===== config.mk =====
export PLATFORM = sky130hd
export DESIGN_NAME = pwm_duty_capture
export DESIGN_NICKNAME = d
export VERILOG_FILES = /design/src/rtl/apu_pkg.sv /design/src/rtl/pwm_duty_div.sv /design/src/rtl/pwm_duty_capture.sv
export SDC_FILE = /design/constraint.sdc
export NUM_CORES = 1
export LEC_CHECK = 0
export CAP_MARGIN = 25
export CORE_ASPECT_RATIO = 2
export CORE_UTILIZATION = 40
export CTS_CLUSTER_DIAMETER = 40
export DETAILED_ROUTE_END_ITERATION = 7
export GPL_TIMING_DRIVEN = 1
export PLACE_DENSITY = 0.64
export SLEW_MARGIN = 0
export SYNTH_ARGS = -nofsm -noshare
export SYNTH_HDL_FRONTEND = slang
export SYNTH_SLANG_ARGS = --single-unit

===== constraint.sdc =====
create_clock -name clk -period 9.8 [get_ports clk]
set_input_delay 2.94 -clock clk [delete_from_list [all_inputs] [get_ports clk]]
set_output_delay 2.94 -clock clk [all_outputs]
set_load 0.005 [all_outputs]

===== src/rtl/apu_pkg.sv =====
// Shared APU definitions: duty width, default counter width and the
// measurement FSM state encoding used by the PWM duty capture block.
package apu_pkg;

  localparam int DUTY_W    = 8;
  localparam int CNT_W_DEF = 16;

  typedef enum logic {
    WAIT_RISE = 1'b0,
    MEASURE   = 1'b1
  } meas_state_e;

endpackage


===== src/rtl/pwm_duty_div.sv =====
// Sequential restoring divider: floor({dividend_hi, 8'b0} / divisor),
// one quotient bit per cycle, busy for nine cycles after start.
module pwm_duty_div
  import apu_pkg::*;
#(
  parameter int CNT_W = CNT_W_DEF
) (
  input  logic              clk,
  input  logic              rstn,
  input  logic              i_start,
  input  logic [CNT_W-1:0]  i_dividend_hi,
  input  logic [CNT_W-1:0]  i_divisor,
  output logic              o_busy,
  output logic              o_done,
  output logic [DUTY_W-1:0] o_quotient
);

  logic [CNT_W:0]      r_rem;
  logic [CNT_W-1:0]    r_div;
  logic [DUTY_W-1:0]   r_q;
  logic [3:0]          r_cnt;
  logic                r_sat;

  logic [CNT_W:0]      w_shift;
  logic [CNT_W:0]      w_sub;
  logic                w_ge;
  logic [DUTY_W-1:0]   w_q_next;

  // The remainder's carry bit means the shifted value already exceeds any divisor.
  assign w_shift  = {r_rem[CNT_W-1:0], 1'b0};
  assign w_ge     = r_rem[CNT_W] | (w_shift >= {1'b0, r_div});
  assign w_sub    = w_shift - {1'b0, r_div};
  assign w_q_next = {r_q[DUTY_W-2:0], w_ge};

  assign o_busy     = (r_cnt != 4'd0);
  // done flags the final iteration so the caller can register the result in the same edge
  assign o_done     = (r_cnt == 4'd2);
  assign o_quotient = r_sat ? {DUTY_W{1'b1}} : w_q_next;

  // Load on start, iterate for eight cycles, then one trailing busy cycle.
  always_ff @(posedge clk) begin
    if (!rstn) begin
      r_rem <= {(CNT_W+1){1'b0}};
      r_div <= {CNT_W{1'b0}};
      r_q   <= {DUTY_W{1'b0}};
      r_cnt <= 4'd0;
      r_sat <= 1'b0;
    end else if (i_start && !o_busy) begin
      r_rem <= {1'b0, i_dividend_hi};
      r_div <= i_divisor;
      r_q   <= {DUTY_W{1'b0}};
      r_cnt <= 4'd9;
      r_sat <= (i_divisor == {CNT_W{1'b0}}) || (i_dividend_hi >= i_divisor);
    end else if (r_cnt >= 4'd2) begin
      r_rem <= w_ge ? w_sub : w_shift;
      r_q   <= w_q_next;
      r_cnt <= r_cnt - 4'd1;
    end else if (r_cnt != 4'd0) begin
      r_cnt <= r_cnt - 4'd1;
    end else begin
      r_cnt <= 4'd0;
    end
  end

endmodule


===== src/rtl/pwm_duty_capture.sv =====
// PWM period / high-time / duty meter with stuck-line timeout and overrun
// reporting; receive-side counterpart of the APU buzzer generator.
module pwm_duty_capture
  import apu_pkg::*;
#(
  parameter int CNT_W   = CNT_W_DEF,
  parameter int TIMEOUT = 65535
) (
  input  logic              clk,
  input  logic              rstn,
  input  logic              pwm_in,
  output logic              sample_valid,
  output logic [CNT_W-1:0]  period_cnt,
  output logic [CNT_W-1:0]  high_cnt,
  output logic [DUTY_W-1:0] duty,
  output logic              stuck,
  output logic              stuck_level,
  output logic              overrun
);

  localparam logic [CNT_W-1:0] TIMEOUT_C = CNT_W'(TIMEOUT);
  localparam logic [CNT_W-1:0] CNT_ONE   = CNT_W'(1);
  localparam logic [CNT_W-1:0] CNT_ZERO  = {CNT_W{1'b0}};
  localparam logic [CNT_W-1:0] CNT_MAX   = {CNT_W{1'b1}};

  logic              r_sync1, r_sync2, r_sync3, r_rise;
  meas_state_e       r_state;
  logic [CNT_W-1:0]  r_per_c, r_hi_c, r_p, r_h;
  logic              r_sample_valid, r_stuck, r_stuck_level, r_overrun;
  logic [CNT_W-1:0]  r_period, r_high;
  logic [DUTY_W-1:0] r_duty;

  logic              w_level;
  logic [CNT_W:0]    w_per_p1;
  logic [CNT_W-1:0]  w_p;
  logic [CNT_W-1:0]  w_hi_inc;
  logic              w_start;
  logic              w_div_busy, w_div_done;
  logic [DUTY_W-1:0] w_quot;

  // r_sync3 is the level aligned with the registered rise strobe (cycle R).
  assign w_level  = r_sync3;
  assign w_per_p1 = {1'b0, r_per_c} + {1'b0, CNT_ONE};
  assign w_p      = w_per_p1[CNT_W] ? CNT_MAX : w_per_p1[CNT_W-1:0];
  assign w_hi_inc = (r_hi_c == CNT_MAX) ? r_hi_c : r_hi_c + {{(CNT_W-1){1'b0}}, w_level};
  assign w_start  = (r_state == MEASURE) && r_rise && !w_div_busy;

  pwm_duty_div #(.CNT_W(CNT_W)) u_div (
    .clk           (clk),
    .rstn          (rstn),
    .i_start       (w_start),
    .i_dividend_hi (r_hi_c),
    .i_divisor     (w_p),
    .o_busy        (w_div_busy),
    .o_done        (w_div_done),
    .o_quotient    (w_quot)
  );

  // Synchronizer, edge detect, measurement FSM, counters and result registers.
  always_ff @(posedge clk) begin
    if (!rstn) begin
      r_sync1        <= 1'b0;
      r_sync2        <= 1'b0;
      r_sync3        <= 1'b0;
      r_rise         <= 1'b0;
      r_state        <= WAIT_RISE;
      r_per_c        <= CNT_ZERO;
      r_hi_c         <= CNT_ZERO;
      r_p            <= CNT_ZERO;
      r_h            <= CNT_ZERO;
      r_sample_valid <= 1'b0;
      r_stuck        <= 1'b0;
      r_stuck_level  <= 1'b0;
      r_overrun      <= 1'b0;
      r_period       <= CNT_ZERO;
      r_high         <= CNT_ZERO;
      r_duty         <= {DUTY_W{1'b0}};
    end else begin
      r_sync1        <= pwm_in;
      r_sync2        <= r_sync1;
      r_sync3        <= r_sync2;
      r_rise         <= r_sync2 & ~r_sync3;
      r_sample_valid <= 1'b0;
      r_overrun      <= 1'b0;

      case (r_state)
        WAIT_RISE: begin
          r_per_c <= CNT_ZERO;
          if (r_rise) begin
            r_state <= MEASURE;
            r_stuck <= 1'b0;
            r_hi_c  <= {{(CNT_W-1){1'b0}}, w_level};
          end else begin
            r_hi_c  <= CNT_ZERO;
          end
        end
        MEASURE: begin
          // The edge cycle itself is the first cycle of the next window.
          if (r_rise) begin
            if (w_div_busy) begin
              r_overrun <= 1'b1;
            end else begin
              r_p <= w_p;
              r_h <= r_hi_c;
            end
            r_per_c <= CNT_ZERO;
            r_hi_c  <= {{(CNT_W-1){1'b0}}, w_level};
          end else if (r_per_c >= TIMEOUT_C) begin
            r_stuck        <= 1'b1;
            r_stuck_level  <= w_level;
            r_duty         <= w_level ? {DUTY_W{1'b1}} : {DUTY_W{1'b0}};
            r_sample_valid <= 1'b1;
            r_state        <= WAIT_RISE;
            r_per_c        <= CNT_ZERO;
            r_hi_c         <= CNT_ZERO;
          end else begin
            r_per_c <= r_per_c + CNT_ONE;
            r_hi_c  <= w_hi_inc;
          end
        end
        default: begin
          r_state <= WAIT_RISE;
          r_per_c <= CNT_ZERO;
          r_hi_c  <= CNT_ZERO;
        end
      endcase

      if (w_div_done) begin
        r_period       <= r_p;
        r_high         <= r_h;
        r_duty         <= w_quot;
        r_sample_valid <= 1'b1;
      end
    end
  end

  assign sample_valid = r_sample_valid;
  assign period_cnt   = r_period;
  assign high_cnt     = r_high;
  assign duty         = r_duty;
  assign stuck        = r_stuck;
  assign stuck_level  = r_stuck_level;
  assign overrun      = r_overrun;

endmodule


==> results by group, run 1 <==
Outcome
  • Run status: finished, final reports clean

STA
  • Final count of negative-setup-slack endpoints: 0
  • Period utilization: 0.466
  • Number of pins with negative max-slew slack in the final report: 0
  • Final hold violation count: 0
  • Setup total negative slack: 0 ns
  • Post-route setup slack: 5.23 ns
  • Maximum clock skew at final layout: 0.00660 ns
  • Setup repair after global routing missed its margin: no
  • Worst max-slew margin expressed relative to the limit: 0.469
  • Highest attainable clock frequency: 0.219 GHz
  • Min cycle time layout: 4.57 ns
  • Worst Max-Slew Pin Slew: 0.797 ns

Critical path
  • Required time of the worst setup path: 10.11 ns
  • Number of buffers and inverters on the critical path: 2
  • CP endpoint kind: register
  • Category of the most critical setup path: input port to register
  • Peak fanout along the critical path: 36
  • Crit path arrival time: 4.88 ns
  • Setup crit start kind: input port
  • Cell with the largest stage delay on the worst path: sky130_fd_sc_hd__nand3_1
  • Critical-path cell list: clkdlybuf4s50_1, buf_4, nand3_1, o311ai_0
  • Delay of the slowest cell on the worst path: 0.62 ns
  • Crit-path leading delay family: buffers and inverters

Placed design
  • Final weighted congestion in routability-driven placement: 0.917
  • Setup slack at placement: 4.81 ns
  • Total cell area at the placement stage: 7880 um^2
  • Half-perimeter wire length after detailed placement: 14,600 um
  • Buffers added on ports: 46

Synthesis
  • Average cell area after synthesis: 8.16 um^2
  • Synthesized net count: 931
  • Ys async rst share: 0
  • Cell count after synthesis: 890
  • Synthesis warning total: 0
  • Flops & latches, synth: 158
  • Combined area of all synthesized cells: 7260 um^2
  • Unique masters post-synth: 60
  • Main synth FF type: sky130_fd_sc_hd__dfxtp_1
  • Sequential element share of the synthesized area: 0.436
  • Number of synthesized flops with an enable pin: 0

Finish
  • Area of all placed cells without fillers: 8470 um^2
  • P&R area growth vs syn: 16.7%
  • Fillcell total: 1,741
  • Ant. Diodes: 0
  • Proportion of layout cells with a drive suffix above 1: 0.0505
  • Count of nets after finishing: 959
  • Most frequent standard cell in the layout excluding fill and tap cells: sky130_fd_sc_hd__nand2_1
  • Most frequent cells in the layout: sky130_fd_sc_hd__nand2_1, sky130_fd_sc_hd__dfxtp_1, sky130_fd_sc_hd__a21oi_1

Power
  • Highest ir drop seen on vdd: 0.121 mV
  • Pleak: 3.07 nW
  • Pwr Total: 1.98 mW
  • Power density over the cells: 233 nW/um^2

Global route
  • Via count of the first global-routing pass: 6,000
  • Global-route wire length before repair: 30,300 um
  • Total overflow reported by the global router: 0
  • All-Layer GR Usage: 0.209
  • Pin count of the biggest net entering global routing: 39
  • Number of antenna violations at the first check in global routing: 0

Floorplanning
  • Die W: 97.3 um
  • Core Rows: 69
  • Initial cell density of the core: 0.408
  • Overall die height: 193 um
  • Total die area: 18,700 um^2
  • IO Count: 47
  • Core Area: 17,800 um^2

Clocking
  • Sink Count: 158
  • Clock root cell: sky130_fd_sc_hd__clkbuf_16
  • Count of buffers added by post-CTS timing repair for setup: 0
  • Number of buffers created by CTS: 17
  • Resized cells post-CTS: 0
  • Clock transition at the registers of the reported paths: 0.06 ns
  • Clock tree from TritonCTS: built
  • Number of buffers on the longest clock path: 2
  • Hold buffer count at CTS: 0
  • Deepest level of the CTS H-tree: 4
  • Clock latency at the later pin of the worst-skew pair: 0.43 ns

Routing
  • Vias: 6,264
  • Via density per instance: 5.48
  • Average routed wire per standard cell: 16.9 um
  • Overall routed net length: 19,300 um
  • Count of antenna-violating nets left after detailed routing: 0
  • Violation count after the first detailed-route iteration: 404
  • DRT Pass-1 Iters: 5
  • Post-route DRC: 0

Worst hold path
  • Type of the most critical hold path: register to register

Job
  • Max_cap viols: 0
through the flow:
stage	utilization	hold slack (ns)	std cells
2_1_floorplan	-	0.412	890
3_3_place_gp	0.441	0.427	1110
3_5_place_dp	0.443	0.424	1112
4_1_cts	0.476	0.439	1143
5_1_grt	0.476	0.453	1143
6_report	0.476	0.433	1143
cells in the mapped netlist (15+ instances only):
cell type | count | area [um^2]
sky130_fd_sc_hd__nand2_1 | 161 | 604
sky130_fd_sc_hd__dfxtp_1 | 158 | 3160
sky130_fd_sc_hd__a21oi_1 | 108 | 541
sky130_fd_sc_hd__nor2_1 | 92 | 345
sky130_fd_sc_hd__ha_1 | 37 | 463
sky130_fd_sc_hd__clkbuf_1 | 34 | 128
sky130_fd_sc_hd__xnor2_1 | 27 | 236
sky130_fd_sc_hd__inv_1 | 25 | 93.8
sky130_fd_sc_hd__o21ai_0 | 25 | 125
sky130_fd_sc_hd__nand3_1 | 24 | 120
sky130_fd_sc_hd__nor2b_1 | 20 | 125
sky130_fd_sc_hd__xor2_1 | 15 | 131
power by group:
part	internal (mW)	switching, mW
clock	0.407	0.260
sequential	0.684	0.0334
combinational	0.221	0.370
area by class of cell:
type	instances	area, um^2	area share
Timing Repair Buffer	55	539	0.0637
Sequential cell	158	3160	0.374
Tap cell	213	267	0.0315
Clock inverter	9	136	0.0161
Clock buffer	22	454	0.0536
Multi-Input combinational cell	660	3810	0.450
Inverter	26	97.6	0.0115
flip-flops by register name (all words and copies together) (netlist names), 16 cells and up:
| name | count |
|---|---|
| r_p | 16 |
| r_hi_c | 16 |
| u_div.r_div | 16 |
| r_h | 16 |
| period_cnt | 16 |
| u_div.r_rem | 17 |
| r_per_c | 16 |
| high_cnt | 16 |
layer usage:
metal / part of all wire / routed length, um / vias up / global-route usage
met5: 0 / 0 / - / 0
met4: 0.065 / 1270 / 0 / 0.148
met3: 0.025 / 487 / 60 / 0.0340
met2: 0.55 / 10700 / 130 / 0.403
met1: 0.36 / 6880 / 2960 / 0.197
li1: - / - / 3114 / -
path summary, 6_finish.rpt:
check / start / endpoint / slack [ns] / cells after the start
max reg2reg: r_per_c[0] / u_div.r_sat / 5.52 / 14
max: rstn / u_div.r_rem[1] / 5.23 / 4
min reg2reg: r_sync1 / r_sync2 / 0.43 / 1
min: r_sync1 / r_sync2 / 0.43 / 1
cell families after synthesis:
family,count (synthesis),synth area share
mux,10,0.0138
xor+xnor,42,0.0507
fa+ha+maj,38,0.0665
simple gates,362,0.225
buf+inv,72,0.0395
flops,158,0.436
compound gates,208,0.169
(Power assumes the default switching activity.)
==> run 2, diff against run 1 <==
--- a/config.mk
+++ b/config.mk
@@ -11,7 +11,7 @@
 export CTS_CLUSTER_DIAMETER = 40
 export DETAILED_ROUTE_END_ITERATION = 7
 export GPL_TIMING_DRIVEN = 1
-export PLACE_DENSITY = 0.64
+export PLACE_DENSITY = 0.66
 export SLEW_MARGIN = 0
 export SYNTH_ARGS = -nofsm -noshare
 export SYNTH_HDL_FRONTEND = slang
==> constraint.sdc (replaced) <==
create_clock -name clk -period 4.1 [get_ports clk]
set_input_delay 1.23 -clock clk [delete_from_list [all_inputs] [get_ports clk]]
set_output_delay 1.23 -clock clk [all_outputs]
set_load 0.005 [all_outputs]
==> run 2 against run 1 <==
Clock power increased by 130%. Sequential power increased by 140%. Largest power group unchanged. Critical endpoint is now u_div.r_sat. Clock skew increased by 0.0027 ns. Die area unchanged.
==> results by group, run 2 (synthesized netlist as in run 1, its figures left out) <==
Routing
  • Vias: 6,404 (+2.2%)
  • Average routed wire per standard cell: 17.1 um (+0.96%)
  • Via density per instance: 5.56 (+1.4%)
  • Post-route DRC: 0 (unchanged)
  • Overall routed net length: 19,700 um (+1.8%)
  • Violation count after the first detailed-route iteration: 305 (-25%)
  • DRT Pass-1 Iters: 5 (unchanged)
  • Count of antenna-violating nets left after detailed routing: 0 (unchanged)

Finish
  • Most frequent standard cell in the layout excluding fill and tap cells: sky130_fd_sc_hd__nand2_1
  • Number of flip-flops under the largest register name: 17 (unchanged)
  • Register name with the most flops: u_div.r_rem
  • Most frequent cells in the layout: sky130_fd_sc_hd__nand2_1, sky130_fd_sc_hd__dfxtp_1, sky130_fd_sc_hd__a21oi_1
  • Proportion of layout cells with a drive suffix above 1: 0.0639 (+0.0134)
  • Ant. Diodes: 0 (unchanged)
  • P&R area growth vs syn: 17.3%
  • Count of nets after finishing: 967 (+0.83%)

STA
  • Min cycle time layout: 3.65 ns
  • Maximum clock skew at final layout: 0.00931 ns (+0.00271 ns)
  • Worst Max-Slew Pin Slew: 0.861 ns (+0.0641 ns)
  • Hold slack: 0.436 ns (+0.00263 ns)
  • Final count of negative-setup-slack endpoints: 0 (unchanged)
  • Number of pins with negative max-slew slack in the final report: 0 (unchanged)
  • Period utilization: 0.889
  • Worst max-slew margin expressed relative to the limit: 0.423 (-0.0454)
  • Final hold violation count: 0 (unchanged)
  • Setup total negative slack: 0 ns (unchanged)
  • Highest attainable clock frequency: 0.274 GHz
  • Setup repair after global routing missed its margin: no

Floorplanning
  • Initial cell density of the core: 0.408 (unchanged)
  • Core Rows: 69 (unchanged)
  • IO Count: 47 (unchanged)
  • Total die area: 18,700 um^2 (unchanged)
  • Core Area: 17,800 um^2 (unchanged)
  • Overall die height: 193 um (unchanged)
  • Die W: 97.3 um (unchanged)

Power
  • Highest ir drop seen on vdd: 0.311 mV (+160%)
  • Power density over the cells: 552 nW/um^2 (+140%)
  • Pleak: 3.11 nW (+1.2%)

Global route
  • Pin count of the biggest net entering global routing: 39 (unchanged)
  • All-Layer GR Usage: 0.218 (+0.00967)
  • Total overflow reported by the global router: 0 (unchanged)
  • Via count of the first global-routing pass: 6,237 (+4.0%)
  • Number of antenna violations at the first check in global routing: 0 (unchanged)
  • Global-route wire length before repair: 31,600 um (+4.3%)

Critical path
  • Required time of the worst setup path: 4.42 ns (-5.69 ns)
  • Worst R2R Setup Slack: 0.45 ns (-5.07 ns)
  • Setup crit start kind: register
  • Critical-path cell list: ha_1, and4_1, nor3b_2, nand2_1, nor2_2, nor2_1, ha_1, a21o_1, a21o_1, a21oi_1, nor2_1, a2111oi_0, a21oi_1, a31o_2
  • Depth of the worst register-to-register path: 14 (unchanged)
  • Delay of the slowest cell on the worst path: 0.45 ns (-0.17 ns)
  • Crit path arrival time: 3.97 ns (-0.91 ns)
  • Cell with the largest stage delay on the worst path: sky130_fd_sc_hd__dfxtp_1
  • CP endpoint kind: register
  • Critical path origin: r_per_c[0]
  • Category of the most critical setup path: register to register
  • Endpoint of the worst-slack reg-to-reg timing path: u_div.r_sat
  • Peak fanout along the critical path: 7 (-81%)
  • Reg-to-reg startpoint: r_per_c[0]

Worst hold path
  • Count of cells along the worst hold path: 1 (unchanged)
  • Worst Hold End: r_sync2
  • Worst Min Path Start: r_sync1
  • Type of the most critical hold path: register to register

Clocking
  • Clock root cell: sky130_fd_sc_hd__clkbuf_16
  • Sink Count: 158 (unchanged)
  • Count of buffers added by post-CTS timing repair for setup: 0 (unchanged)
  • Number of buffers on the longest clock path: 2 (unchanged)
  • Hold buffer count at CTS: 0 (unchanged)
  • Clock tree from TritonCTS: built
  • Clock latency at the later pin of the worst-skew pair: 0.43 ns (about the same)
  • Clock transition at the registers of the reported paths: 0.07 ns (about the same)
  • Deepest level of the CTS H-tree: 4 (unchanged)
  • Number of buffers created by CTS: 17 (unchanged)
  • Resized cells post-CTS: 0 (unchanged)

Placed design
  • Half-perimeter wire length after detailed placement: 14,900 um (+2.3%)
  • Final weighted congestion in routability-driven placement: 0.935 (+2.0%)
  • Buffers added on ports: 46 (unchanged)

Job
  • Max_cap viols: 0 (unchanged)

Outcome
  • Run status: finished, final reports clean
[run 2: changes by cell type in the layout (fill, tap and decap cells not counted)]
| cell | before | now |
|---|---|---|
| sky130_fd_sc_hd__clkbuf_8 | 1 | 3 |
| sky130_fd_sc_hd__bufinv_16 | 3 | 1 |
| sky130_fd_sc_hd__clkbuf_1 | 4 | 0 |
| sky130_fd_sc_hd__inv_6 | 1 | 4 |
| sky130_fd_sc_hd__buf_6 | 1 | 0 |
| sky130_fd_sc_hd__clkinv_4 | 2 | 3 |
| sky130_fd_sc_hd__buf_8 | 1 | 0 |
| sky130_fd_sc_hd__buf_4 | 7 | 17 |
| sky130_fd_sc_hd__clkinv_2 | 1 | 0 |
| sky130_fd_sc_hd__inv_8 | 0 | 1 |
| sky130_fd_sc_hd__clkinvlp_4 | 2 | 3 |
[run 2: how the worst max path moves through the flow]
| stage | endpoint |
|---|---|
| 2_1_floorplan | u_div.r_sat |
| 3_3_place_gp | u_div.r_sat |
| 3_5_place_dp | u_div.r_sat |
| 4_1_cts | u_div.r_sat |
| 5_1_grt | u_div.r_sat |
| 6_report | u_div.r_sat |
[run 2: final cells by class]
cell class | instances | area (um^2)
clock buffer | 20 | 467
clock inverter | 12 | 125
fill | 1764 | 9270
inverter | 26 | 97.6
multi-input combinational | 660 | 3810
sequential | 158 | 3160
tap | 213 | 267
timing repair buffer | 63 | 588
[run 2: through the flow]
| stage | std cells | instance area, um^2 | util | total power, mW | setup WS, ns |
|---|---|---|---|---|---|
| 3_3_place_gp | 1119 | 7920 | 0.445 | 3.13 | 0.528 |
| 3_5_place_dp | 1119 | 7920 | 0.445 | 3.14 | 0.495 |
| 2_1_floorplan | 890 | 7260 | - | 2.73 | 0.616 |
| 5_1_grt | 1152 | 8520 | 0.479 | 4.96 | 0.0946 |
| 4_1_cts | 1151 | 8510 | 0.478 | 4.71 | 0.457 |
| 6_report | 1152 | 8520 | 0.479 | 4.70 | 0.454 |
[run 2: metal layers]
metal  track usage  part of all wire  up-vias
met3        0.0438             0.028       93
met5             0                 0        -
li1              -                 -     3129
met1         0.206              0.36     3016
met2         0.391              0.52      166
met4         0.206             0.094        0
[run 2: power breakdown]
| group | total [mW] | switching [mW] | leakage [nW] | internal, mW |
|---|---|---|---|---|
| Clock | 1.56 | 0.665 | 0.282 | 0.898 |
| Combinational | 1.43 | 0.895 | 1.55 | 0.537 |
| Sequential | 1.71 | 0.0745 | 1.28 | 1.63 |
[run 2: critical path: cells and delay by family, from the launching register on]
kind / cells / cell delay (ns)
adder cells (fa/ha/maj): 2 / 0.62
flip-flops: 1 / 0.45
AO/OA/AOI/OAI: 6 / 1.25
AND/OR/NAND/NOR: 6 / 1.22
==> run 3, diff against run 2 <==
--- a/config.mk
+++ b/config.mk
@@ -7,11 +7,12 @@
 export LEC_CHECK = 0
 export CAP_MARGIN = 25
 export CORE_ASPECT_RATIO = 2
-export CORE_UTILIZATION = 40
+export CORE_UTILIZATION = 31
 export CTS_CLUSTER_DIAMETER = 40
 export DETAILED_ROUTE_END_ITERATION = 7
+export GPL_ROUTABILITY_DRIVEN = 0
 export GPL_TIMING_DRIVEN = 1
-export PLACE_DENSITY = 0.66
+export PLACE_DENSITY = 0.55
 export SLEW_MARGIN = 0
 export SYNTH_ARGS = -nofsm -noshare
 export SYNTH_HDL_FRONTEND = slang
==> run 3 against run 2 <==
Core utilization fell by 10 points. Final area up 0.94%. Die area up 29%. Global-route usage decreased by 3.3 points. Routed wire length up 5.5%. Register-to-register slack better by 0.11 ns. Critical path depth did not move. Non-clock buffer count is 3 lower. Via count shrank 2.2%. Clock power is 3% higher.
==> results by group, run 3 (synthesized netlist as in run 1, its figures left out) <==
Critical path
  • Peak fanout along the critical path: 15 (+8)
  • Critical path origin: r_per_c[0]
  • Setup crit start kind: register
  • Category of the most critical setup path: register to register
  • Reg-to-reg startpoint: r_per_c[0]
  • Required time of the worst setup path: 4.43 ns (about the same)
  • CP endpoint kind: register
  • Crit path arrival time: 3.87 ns (-0.10 ns)

Power
  • Relative contribution of the clock network to total power: 0.337 (+0.005)
  • Switching Fraction: 0.350 (+0.00251)
  • Net switching power: 1.67 mW (+2.2%)
  • Pleak: 3.10 nW (-0.26%)
  • Internal: 3.10 mW (+1.0%)
  • Combinational power share: 0.304 (about the same)
  • Proportion of power drawn by flip-flops and latches: 0.359 (-0.004)
  • Highest ir drop seen on vdd: 0.222 mV (-29%)
  • Power density over the cells: 555 nW/um^2 (+0.47%)

Floorplanning
  • Core Area: 22,800 um^2 (+28%)
  • Initial cell density of the core: 0.318 (-0.0903)
  • Core Rows: 78 (+13%)
  • Overall die height: 218 um (+13%)
  • IO Count: 47 (unchanged)
  • Die W: 110 um (+13%)
  • Total die area: 24,100 um^2 (+29%)

Clocking
  • Clock latency at the later pin of the worst-skew pair: 0.44 ns (about the same)
  • Resized cells post-CTS: 0 (unchanged)
  • Hold buffer count at CTS: 0 (unchanged)
  • Sink Count: 158 (unchanged)
  • Clock tree from TritonCTS: built
  • Deepest level of the CTS H-tree: 4 (unchanged)
  • Number of buffers created by CTS: 17 (unchanged)
  • Clock root cell: sky130_fd_sc_hd__clkbuf_16
  • Count of buffers added by post-CTS timing repair for setup: 0 (unchanged)
  • Number of buffers on the longest clock path: 2 (unchanged)
  • Clock transition at the registers of the reported paths: 0.07 ns (about the same)

STA
  • Highest attainable clock frequency: 0.283 GHz (+3.1%)
  • Setup repair after global routing missed its margin: no
  • Final count of negative-setup-slack endpoints: 0 (unchanged)
  • Final hold violation count: 0 (unchanged)
  • Hold slack: 0.450 ns (+0.0134 ns)
  • Min cycle time layout: 3.54 ns (-0.111 ns)
  • Setup total negative slack: 0 ns (unchanged)
  • Maximum clock skew at final layout: 0.00895 ns (-0.000357 ns)
  • Number of pins with negative max-slew slack in the final report: 0 (unchanged)
  • Period utilization: 0.862 (-0.0270)
  • Worst max-slew margin expressed relative to the limit: 0.383 (-0.0404)
  • Worst Max-Slew Pin Slew: 0.921 ns (+0.0603 ns)

Worst hold path
  • Worst Min Path Start: r_sync1
  • Type of the most critical hold path: register to register

Global route
  • Number of antenna violations at the first check in global routing: 0 (unchanged)
  • Pin count of the biggest net entering global routing: 59 (+51%)
  • Global-route wire length before repair: 33,000 um (+4.5%)
  • All-Layer GR Usage: 0.186 (-0.0325)
  • Via count of the first global-routing pass: 6,308 (+1.1%)
  • Total overflow reported by the global router: 0 (unchanged)

Finish
  • Count of nets after finishing: 964 (-0.31%)
  • Number of flip-flops under the largest register name: 17 (unchanged)
  • Proportion of layout cells with a drive suffix above 1: 0.0588 (-0.00514)
  • Fillcell total: 2,432 (+38%)
  • P&R area growth vs syn: 18.4%
  • Most frequent cells in the layout: sky130_fd_sc_hd__nand2_1, sky130_fd_sc_hd__dfxtp_1, sky130_fd_sc_hd__a21oi_1
  • Register name with the most flops: u_div.r_rem
  • Final Core Density: 0.376 (-0.102)
  • Ant. Diodes: 0 (unchanged)
  • Most frequent standard cell in the layout excluding fill and tap cells: sky130_fd_sc_hd__nand2_1

Routing
  • DRT Pass-1 Iters: 5 (unchanged)
  • Overall routed net length: 20,800 um (+5.5%)
  • Count of antenna-violating nets left after detailed routing: 0 (unchanged)
  • Average routed wire per standard cell: 17.1 um (about the same)
  • Vias: 6,263 (-2.2%)
  • Via density per instance: 5.15 (-7.3%)
  • Violation count after the first detailed-route iteration: 284 (-6.9%)
  • Post-route DRC: 0 (unchanged)

Job
  • Max_cap viols: 0 (unchanged)

Outcome
  • Run status: finished, final reports clean

Placed design
  • Buffers added on ports: 46 (unchanged)
  • Half-perimeter wire length after detailed placement: 15,800 um (+5.6%)
run 3: changes by cell type in the layout (fill, tap and decap cells not counted), sizes merged:
cell      previous run  this run
clkinv               3         1
clkinvlp             3         2
buf                 17        14
inv                 31        33
bufinv               1         2
run 3: stage by stage:
stage | power [mW] | cells | setup slack [ns] | instance area [um^2]
2_1_floorplan | 2.73 | 890 | 0.616 | 7260
4_1_cts | 4.81 | 1216 | 0.535 | 8600
5_1_grt | 5.04 | 1216 | 0.191 | 8600
3_5_place_dp | 3.19 | 1184 | 0.562 | 8000
3_3_place_gp | 3.17 | 1183 | 0.633 | 7990
6_report | 4.77 | 1216 | 0.564 | 8600
run 3: power groups by stage:
stage / clock network [mW] / logic [mW] / registers (mW)
after global placement: 0 / 1.42 / 1.74
after detailed placement: 0 / 1.44 / 1.75
after floorplan: 0 / 1.01 / 1.72
final: 1.61 / 1.45 / 1.71
after global routing: 1.71 / 1.60 / 1.72
after CTS: 1.64 / 1.45 / 1.71
run 3: worst max-delay path, stage by stage (launching register included):
cell and delay, ns:
sky130_fd_sc_hd__dfxtp_1 0.45, sky130_fd_sc_hd__ha_1 0.32, sky130_fd_sc_hd__and4_1 0.29, sky130_fd_sc_hd__nor3b_2 0.39
sky130_fd_sc_hd__nand2_1 0.13, sky130_fd_sc_hd__nor2_2 0.14, sky130_fd_sc_hd__buf_4 0.22, sky130_fd_sc_hd__nor2_1 0.07
sky130_fd_sc_hd__ha_1 0.30, sky130_fd_sc_hd__a21o_1 0.17, sky130_fd_sc_hd__a21oi_1 0.17, sky130_fd_sc_hd__nor2_1 0.06
sky130_fd_sc_hd__a2111oi_0 0.38, sky130_fd_sc_hd__a21oi_1 0.12, sky130_fd_sc_hd__a31o_2 0.22
run 3: worst paths after layout:
check | to | slack [ns] | depth (start not counted)
setup / recovery | u_div.r_sat | 0.56 | 14
hold / removal | r_sync2 | 0.45 | 1
setup reg to reg | u_div.r_sat | 0.56 | 14
hold reg to reg | r_sync2 | 0.45 | 1
run 3: final cells by class:
cell class | count | area, um^2 | area share
flip-flops and latches | 158 | 3160 | 0.368
clock buffers | 20 | 447 | 0.0520
multi-input cells | 660 | 3810 | 0.443
repair buffers | 60 | 582 | 0.0677
inverters | 26 | 97.6 | 0.0114
clock inverters | 12 | 148 | 0.0172
well taps | 280 | 350 | 0.0408
run 3: per-layer routing:
layer / GRT usage / up-vias / share of wire
met4: 0.137 / 0 / 0.075
li1: - / 3125 / -
met2: 0.346 / 117 / 0.55
met1: 0.174 / 2953 / 0.35
met3: 0.0328 / 68 / 0.025
met5: 0 / - / 0
